===== src/rtl/ifu.sv =====
// Instruction fetch stage: owns the PC, runs one valid/ready fetch at a time,
// and drives the predecoded IF/ID register with stall hold and redirect squash.
module ifu #(
    parameter logic [31:0] RESET_PC  = 32'h8000_0000,
    parameter logic [31:0] NOP_INSTR = 32'h0000_0013
) (
    input  logic        clk,
    input  logic        rst,
    input  logic        stall,
    input  logic        redirect_valid,
    input  logic [31:0] redirect_pc,
    output logic        imem_req_valid,
    input  logic        imem_req_ready,
    output logic [31:0] imem_req_addr,
    input  logic        imem_rsp_valid,
    input  logic [31:0] imem_rsp_data,
    output logic [31:0] IDReg_PC,
    output logic [31:0] IDReg_Instr,
    output logic [6:0]  IDReg_op,
    output logic [4:0]  IDReg_Regrd,
    output logic [2:0]  IDReg_Func3,
    output logic [4:0]  IDReg_rs1,
    output logic [4:0]  IDReg_rs2,
    output logic [6:0]  IDReg_Func7,
    output logic        if_diffen
);

    typedef enum logic [1:0] {
        S_REQ,
        S_WAIT,
        S_HOLD,
        S_KILL
    } state_t;

    state_t      state;
    state_t      state_next;
    logic [31:0] pc;
    logic [31:0] hold_pc;
    logic [31:0] hold_instr;
    logic [31:0] id_pc;
    logic [31:0] id_instr;
    logic        id_valid;
    logic        rsp_in_wait;
    logic        unused_redirect_lsbs;

    // Fetch addresses are word aligned; the low redirect bits are dropped.
    assign unused_redirect_lsbs = ^redirect_pc[1:0];
    assign rsp_in_wait          = (state == S_WAIT) && imem_rsp_valid;

    always_ff @(posedge clk) begin
        if (rst) begin
            state <= S_REQ;
        end else begin
            state <= state_next;
        end
    end

    always_comb begin
        state_next = state;
        if (redirect_valid) begin
            // A request already accepted must have its response drained in S_KILL.
            unique case (state)
                S_REQ:   state_next = imem_req_ready ? S_KILL : S_REQ;
                S_WAIT:  state_next = imem_rsp_valid ? S_REQ : S_KILL;
                S_HOLD:  state_next = S_REQ;
                S_KILL:  state_next = imem_rsp_valid ? S_REQ : S_KILL;
                default: state_next = S_REQ;
            endcase
        end else begin
            unique case (state)
                S_REQ:   if (imem_req_ready) state_next = S_WAIT;
                S_WAIT:  if (imem_rsp_valid) state_next = stall ? S_HOLD : S_REQ;
                S_HOLD:  if (!stall) state_next = S_REQ;
                S_KILL:  if (imem_rsp_valid) state_next = S_REQ;
                default: state_next = S_REQ;
            endcase
        end
    end

    always_comb begin
        imem_req_valid = (state == S_REQ) && !rst;
        imem_req_addr  = pc;
    end

    always_ff @(posedge clk) begin
        if (rst) begin
            pc         <= RESET_PC;
            hold_pc    <= '0;
            hold_instr <= '0;
            id_pc      <= '0;
            id_instr   <= NOP_INSTR;
            id_valid   <= 1'b0;
        end else if (redirect_valid) begin
            pc       <= {redirect_pc[31:2], 2'b00};
            id_pc    <= '0;
            id_instr <= NOP_INSTR;
            id_valid <= 1'b0;
        end else if (stall) begin
            // IF/ID is frozen; a response landing now is parked for later.
            if (rsp_in_wait) begin
                hold_pc    <= pc;
                hold_instr <= imem_rsp_data;
            end
        end else if (rsp_in_wait) begin
            id_pc    <= pc;
            id_instr <= imem_rsp_data;
            id_valid <= 1'b1;
            pc       <= pc + 32'd4;
        end else if (state == S_HOLD) begin
            id_pc    <= hold_pc;
            id_instr <= hold_instr;
            id_valid <= 1'b1;
            pc       <= hold_pc + 32'd4;
        end else begin
            id_pc    <= '0;
            id_instr <= NOP_INSTR;
            id_valid <= 1'b0;
        end
    end

    assign IDReg_PC    = id_pc;
    assign IDReg_Instr = id_instr;
    assign IDReg_op    = id_instr[6:0];
    assign IDReg_Regrd = id_instr[11:7];
    assign IDReg_Func3 = id_instr[14:12];
    assign IDReg_rs1   = id_instr[19:15];
    assign IDReg_rs2   = id_instr[24:20];
    assign IDReg_Func7 = id_instr[31:25];
    assign if_diffen   = id_valid;

endmodule


===== config.mk =====
export PLATFORM = sky130hd
export DESIGN_NAME = ifu
export DESIGN_NICKNAME = d
export VERILOG_FILES = /design/src/rtl/ifu.sv
export SDC_FILE = /design/constraint.sdc
export NUM_CORES = 1
export LEC_CHECK = 0
export BUFFER_PORTS_ARGS = -buffer_cell sky130_fd_sc_hd__buf_2
export CAP_MARGIN = 30
export CORE_ASPECT_RATIO = 1.1
export CORE_MARGIN = 2
export CORE_UTILIZATION = 27
export CTS_BUF_LIST = sky130_fd_sc_hd__clkbuf_8
export DETAILED_ROUTE_END_ITERATION = 10
export PLACE_DENSITY_LB_ADDON = 0.25
export SLEW_MARGIN = 15
export SYNTH_ARGS = -nofsm -noshare
export SYNTH_HDL_FRONTEND = slang
export SYNTH_SLANG_ARGS = --single-unit

===== constraint.sdc =====
create_clock -name clk -period 4.09 [get_ports clk]
set_input_delay 0.6135 -clock clk [delete_from_list [all_inputs] [get_ports clk]]
set_output_delay 0.6135 -clock clk [all_outputs]
set_load 0.1 [all_outputs]

==> results.py, run 1 <==
metrics = {
    "setup_path": {
        "end_kind": "flip-flop",
        "arrival_ns": 3.91,
        "cp-start-kind": "flip-flop",
        "reg2reg_depth": 10,
        "r2r_slack_ns": 0.59,
        "worstPathMaxFanout": 26,
        "worstPathRequired_ns": 4.49,
        "critPathKind": "flip-flop to flip-flop",
    },
    "logic_synthesis": {
        "ys_warn_count": 0,
        "synth_common_cells": "188 x nand2_1, 163 x dfxtp_1, 154 x a21oi_1, 117 x nor2_1, 52 x clkbuf_1",
        "synth_edf_count": 0,
        "yosysSeqAreaShare_pct": 40.5,
        "synth_most_common_cell": "nand2_1",
        "yosysUniqueCellTypes": 67,
        "ys.flop_type": "dfxtp_1",
        "synth_area_per_cell_sq_um": 7.68,
        "synth_top_area_cell": "dfxtp_1",
        "syn_nets": 1120,
        "synthArstFlopShare_pct": 0,
        "ys_seq_elements": 163,
        "yosysTopAreaCellShare_pct": 40.5,
        "synth_cells": 1049,
        "netlist_area_sq_mm": 0.00805,
        "synth_area_leaders": "dfxtp_1 41%, a21oi_1 9.6%, nand2_1 8.8%",
    },
    "clocking": {
        "cts_max_level": 4,
        "clkSlewWorstSetupHoldPaths_ns": 0.10,
        "cts_buffers": 17,
        "clk_path_buf_depth": 2,
        "cts_resized": 0,
        "post-cts-setup-buffer-count": 0,
        "insertion_delay_ns": 0.48,
        "holdBufCountCts": 0,
        "tritoncts": "done",
        "clockRootBuffer": "clkbuf_8",
        "clock_sinks": 163,
    },
    "outcome": {
        "outcome": "finished clean",
    },
    "grt": {
        "grt_start_max_net_pins": 88,
        "grt_pass1_wl_mm": 40.9,
        "antenna_found_initial": 2,
        "grt_pass1_vias": 7202,
        "grt_overflow_total": 0,
        "track_usage_pct": 16.8,
    },
    "die": {
        "core-area_sq_mm": 0.0295,
        "fp.dieW_um": 169,
        "die_area_sq_mm": 0.0312,
        "rows": 66,
        "die_h_um": 185,
        "io_pins": 200,
        "initial_core_util_pct": 27.3,
    },
    "place": {
        "gp_congestion": 0.795,
        "portBuffers": 197,
        "hpwl_mm": 17.4,
    },
    "timing": {
        "slew_headroom_pct": 46.6,
        "setup_viol": 0,
        "clock_skew_ns": 0.0208,
        "fmax_mhz": 285,
        "hold_viol_final": 0,
        "period_minus_slack_ns": 3.50,
        "worstMarginPinSlew_ns": 0.801,
        "rsz0062_at_grt": "no",
        "setup_tns_ns": 0,
        "slew_violations": 0,
        "fin_crit_sh_pct": 85.7,
    },
    "route": {
        "drtPass1Iterations": 5,
        "wl_per_cell_um": 17.2,
        "num_vias": 7862,
        "wl_mm": 26.6,
        "drt_drc_violations_left": 0,
        "detail_route.iter0.violations": 609,
        "antenna_left": 0,
        "viasPerCell": 5.06,
    },
    "finish": {
        "areaGrowthSynthToFinish_pct": 17.7,
        "utilization_pct": 32.2,
        "nFillCells": 3223,
        "drive_gt1_share_pct": 23.2,
        "nNetsFinal": 1236,
    },
    "power": {
        "ir_worst_vdd_mv": 0.137,
        "power_density_mw_per_mm2": 367,
        "p_leak_nw": 3.64,
    },
    "worst_hold_path": {
        "hold_class": "input pin to flip-flop",
        "hold_depth": 3,
    },
    "run": {
        "timing.max_cap.violations": 0,
    },
}
cell type report:
class | instances | area, sq um | area share [%]
antenna | 1 | 2.50 | 0.0264
clock buffer | 17 | 234 | 2.47
clock inverter | 15 | 160 | 1.69
inverter | 9 | 33.8 | 0.356
multi-input combinational | 760 | 4170 | 44.0
sequential | 163 | 3260 | 34.4
tap | 374 | 468 | 4.94
timing repair buffer | 214 | 1150 | 12.1
through the flow:
stage / hold slack, ns / cell area [sq um] / setup slack [ns] / cells / power (mW)
final: 0.378 / 9480 / 0.585 / 1553 / 3.47
after global routing: 0.353 / 9480 / 0.337 / 1552 / 3.63
after CTS: 0.330 / 9430 / 0.551 / 1550 / 3.53
after detailed placement: 0.446 / 9030 / 0.430 / 1518 / 2.30
after global placement: 0.441 / 9030 / 0.451 / 1518 / 2.29
after floorplan: 0.436 / 8050 / 0.461 / 1049 / 2.14
state kept, by name (all words and copies together) (netlist names), named ones only:
register	count
hold_instr	32
IDReg_PC	32
IDReg_Instr	32
imem_req_addr	30
state	2
if_diffen	1
hold_pc	32
worst max-delay path, stage by stage (launching register included):
cell and delay, ns:
dfxtp_1 0.59, and3b_4 0.54, nand2_1 0.09, nand2_1 0.08, ha_1 0.26, nand3_1 0.24, or4_4 0.61, a211oi_2 0.45
nand4_1 0.18, xnor2_1 0.16, a211oi_1 0.22
layer usage:
layer	vias up	routed length (um)	track usage [%]
met5	-	16	0
met4	2	440	5.24
met3	27	1300	3.55
met2	229	12400	27.2
met1	3709	12500	22.5
li1	3895	-	-
placed cells by master (no fill, tap or decap), types with 4 or more instances in the layout:
master,count
a211oi_1,7
a21oi_1,154
a221oi_1,21
a22oi_1,34
a31oi_1,6
and3_1,15
and4_1,4
buf_2,195
buf_4,17
clkbuf_8,17
clkinv_4,5
clkinvlp_4,4
dfxtp_1,163
inv_1,10
mux2_2,4
mux2i_1,19
nand2_1,187
nand3_1,27
nand3b_1,4
nand4_1,14
nor2_1,117
nor2b_1,9
nor3_1,20
o2111ai_1,4
o211ai_1,4
o21ai_0,26
o21ai_1,5
o22ai_1,9
or3_1,5
xnor2_1,8
path summary, 6_finish.rpt:
path	start	endpoint
min reg2reg	hold_instr[6]	hold_instr[6]
max reg2reg	state[0]	imem_req_addr[30]
min	redirect_pc[3]	imem_req_addr[3]
max	state[0]	imem_req_addr[30]
cell families (layout without fill, tap and decap cells):
group,after synthesis,after routing,synth area share (%)
AO/OA/AOI/OAI,300,300,23.0
flip-flops,163,163,40.5
other,0,1,0
multiplexers,25,25,3.26
adder cells (fa/ha/maj),1,1,0.155
XOR/XNOR,11,11,1.20
buffers and inverters,126,255,8.11
AND/OR/NAND/NOR,423,423,23.7
where the power goes:
group	switching (mW)	leakage [nW]	internal [mW]	total, mW
sequential	0.0504	1.32	1.62	1.67
clock	0.668	0.190	0.546	1.21
combinational	0.459	2.13	0.130	0.589
total	1.18	3.64	2.30	3.47
Power figures use the tool's default switching activity.
==> run 2: changes to the inputs <==
ABC_AREA = 1   (was unset)
==> results.py, run 2 <==
metrics = {
    "outcome": {
        "outcome": "finished clean",
    },
    "timing": {
        "worstMarginPinSlew_ns": 0.927,
        "fin_crit_sh_pct": 61.6,
        "slew_violations": 0,
        "setup_viol": 0,
        "period_minus_slack_ns": 2.52,
        "setup_tns_ns": 0,
        "setup_slack_ns": 1.57,
        "hold_slack_ns": 0.385,
        "slew_headroom_pct": 38.2,
        "rsz0062_at_grt": "no",
        "hold_viol_final": 0,
        "fmax_mhz": 397,
        "clock_skew_ns": 0.0128,
    },
    "logic_synthesis": {
        "yosysUniqueCellTypes": 38,
        "synth_edf_count": 0,
        "synth_top_area_cell": "dfxtp_1",
        "synth_most_common_cell": "nand2_1",
        "synth_area_leaders": "dfxtp_1 41%, nand2_1 18%, a21oi_1 5.6%",
        "yosys.area_share.adder_pct": 0.156,
        "synthArstFlopShare_pct": 0,
        "synth_area_per_cell_sq_um": 6.99,
        "synth_mux_area_share_pct": 0,
        "ys.flop_type": "dfxtp_1",
        "yosysSeqAreaShare_pct": 40.8,
        "synth-simple-area-share_pct": 30.0,
        "synth_compound_area_share_pct": 18.7,
        "synth_top_family_by_area": "simple AND/OR/NAND/NOR gates",
        "ys_seq_elements": 163,
        "netlist_area_sq_mm": 0.00801,
        "synth_common_cells": "388 x nand2_1, 163 x dfxtp_1, 89 x a21oi_1, 70 x a31oi_1, 69 x o21ai_0",
        "synth-xor-area-share_pct": 0,
        "synth_cells": 1146,
        "syn_nets": 1217,
        "ys_warn_count": 0,
        "yosysTopAreaCellShare_pct": 40.8,
    },
    "route": {
        "num_vias": 8058,
        "detail_route.iter0.violations": 618,
        "antenna_left": 0,
        "drt-met1-wl_mm": 12.4,
        "routed.top_layer": "met4",
        "drt_drc_violations_left": 0,
        "wl_mm": 27.2,
        "met3_length_mm": 1.32,
        "drtPass1Iterations": 5,
        "wl_per_cell_um": 16.5,
        "wl_met2_mm": 13.2,
        "viasPerCell": 4.87,
    },
    "setup_path": {
        "reg2reg_depth": 14,
        "r2r-end": "imem_req_addr[18]",
        "critPathKind": "flip-flop to flip-flop",
        "worstPathMaxFanout": 18,
        "arrival_ns": 2.85,
        "worstReg2RegStart": "state[1]",
        "r2r_slack_ns": 1.57,
        "end_kind": "flip-flop",
        "cp-start-kind": "flip-flop",
        "worstPathRequired_ns": 4.43,
    },
    "die": {
        "rows": 66,
        "die_area_sq_mm": 0.0310,
        "die_h_um": 185,
        "initial_core_util_pct": 27.2,
        "fp.dieW_um": 168,
        "io_pins": 200,
        "core-area_sq_mm": 0.0294,
    },
    "finish": {
        "drive_gt1_share_pct": 23.0,
        "areaGrowthSynthToFinish_pct": 17.3,
        "nNetsFinal": 1338,
        "nFillCells": 3283,
        "stdcell_area_sq_mm": 0.00939,
        "layoutNonFillerInstCount": 1654,
        "final_cell_mix": "387 x nand2_1, 196 x buf_2, 163 x dfxtp_1",
        "utilization_pct": 32.0,
        "diodes": 0,
        "final_common_cell": "nand2_1",
    },
    "clocking": {
        "holdBufCountCts": 0,
        "cts_buffers": 17,
        "clkSlewWorstSetupHoldPaths_ns": 0.11,
        "tritoncts": "done",
        "cts_resized": 0,
        "clk_path_buf_depth": 2,
        "post-cts-setup-buffer-count": 0,
        "clock_sinks": 163,
        "cts_max_level": 4,
        "clockRootBuffer": "clkbuf_8",
        "insertion_delay_ns": 0.48,
    },
    "place": {
        "gp_congestion": 0.875,
        "hpwl_mm": 18.2,
        "detailedPlace.worstSlack_ns": 1.24,
        "dp.cells": 1622,
        "postPlaceCellArea_sq_mm": 0.00900,
        "portBuffers": 197,
    },
    "worst_hold_path": {
        "hold_start": "imem_rsp_data[25]",
        "hold_class": "input pin to flip-flop",
        "hold_depth": 3,
        "hold_end": "hold_instr[25]",
    },
    "grt": {
        "antenna_found_initial": 0,
        "track_usage_pct": 17.4,
        "grt_overflow_total": 0,
        "grt_pass1_vias": 7356,
        "grt_pass1_wl_mm": 42.1,
        "grt_start_max_net_pins": 96,
    },
    "power": {
        "ir_worst_vdd_mv": 0.157,
        "p_leak_nw": 3.77,
        "power_density_mw_per_mm2": 380,
        "finalPower_mw": 3.57,
    },
    "run": {
        "timing.max_cap.violations": 0,
    },
}
[run 2: changes by cell type in the layout (fill, tap and decap cells not counted), sizes merged, moves of 23 or more]
cell | before | now
a31oi | 6 | 70
nor2 | 117 | 61
a21oi | 156 | 90
nand4 | 14 | 37
o21ai | 33 | 70
nand2 | 188 | 405
inv | 12 | 60
[run 2: cell families (layout without fill, tap and decap cells)]
logic type / after synthesis / count (layout)
compound gates: 263 / 263
fa+ha+maj: 1 / 1
buf+inv: 168 / 302
flops: 163 / 163
simple gates: 551 / 551
[run 2: worst max-delay path, cell delays in order (launching register included)]
cell and delay, ns:
dfxtp_1 0.36, inv_2 0.30, nand3_4 0.10, buf_4 0.22, nand2_1 0.07, o21ai_1 0.13
inv_1 0.09, ha_1 0.17, nand2_2 0.10, nor2_2 0.20, nand2_4 0.13, nor2_8 0.17
nand3_1 0.09, o211ai_1 0.13, a21oi_1 0.10
[run 2: how the worst max path moves through the flow]
stage,startpoint,endpoint,slack (ns),cells after the start
after floorplan,rst,imem_req_valid,1.23,3
after detailed placement,imem_rsp_valid,imem_req_addr[18],1.24,14
after CTS,state[1],imem_req_addr[18],1.54,14
final,state[1],imem_req_addr[18],1.57,14
after global routing,state[1],imem_req_addr[18],1.32,14
after global placement,imem_rsp_valid,imem_req_addr[18],1.28,14
[run 2: layer usage]
| layer | global-route usage, % | up-vias |
|---|---|---|
| met4 | 4.21 | 0 |
| met1 | 22.4 | 3737 |
| li1 | - | 4044 |
| met2 | 30.3 | 261 |
| met5 | 0 | - |
| met3 | 2.92 | 16 |
[run 2: area by class of cell]
class	instances	area (sq um)	area share (%)
multi-input combinational	815	3940	41.9
sequential	163	3260	34.7
timing repair buffer	213	1120	11.9
tap	374	468	4.98
clock buffer	18	248	2.64
inverter	57	215	2.29
clock inverter	14	143	1.52
[run 2: report_power, final]
| group | switching, mW | internal, mW | total, mW |
|---|---|---|---|
| Clock | 0.705 | 0.515 | 1.22 |
| Sequential | 0.0380 | 1.63 | 1.67 |
| Combinational | 0.569 | 0.117 | 0.686 |
| Total | 1.31 | 2.26 | 3.57 |
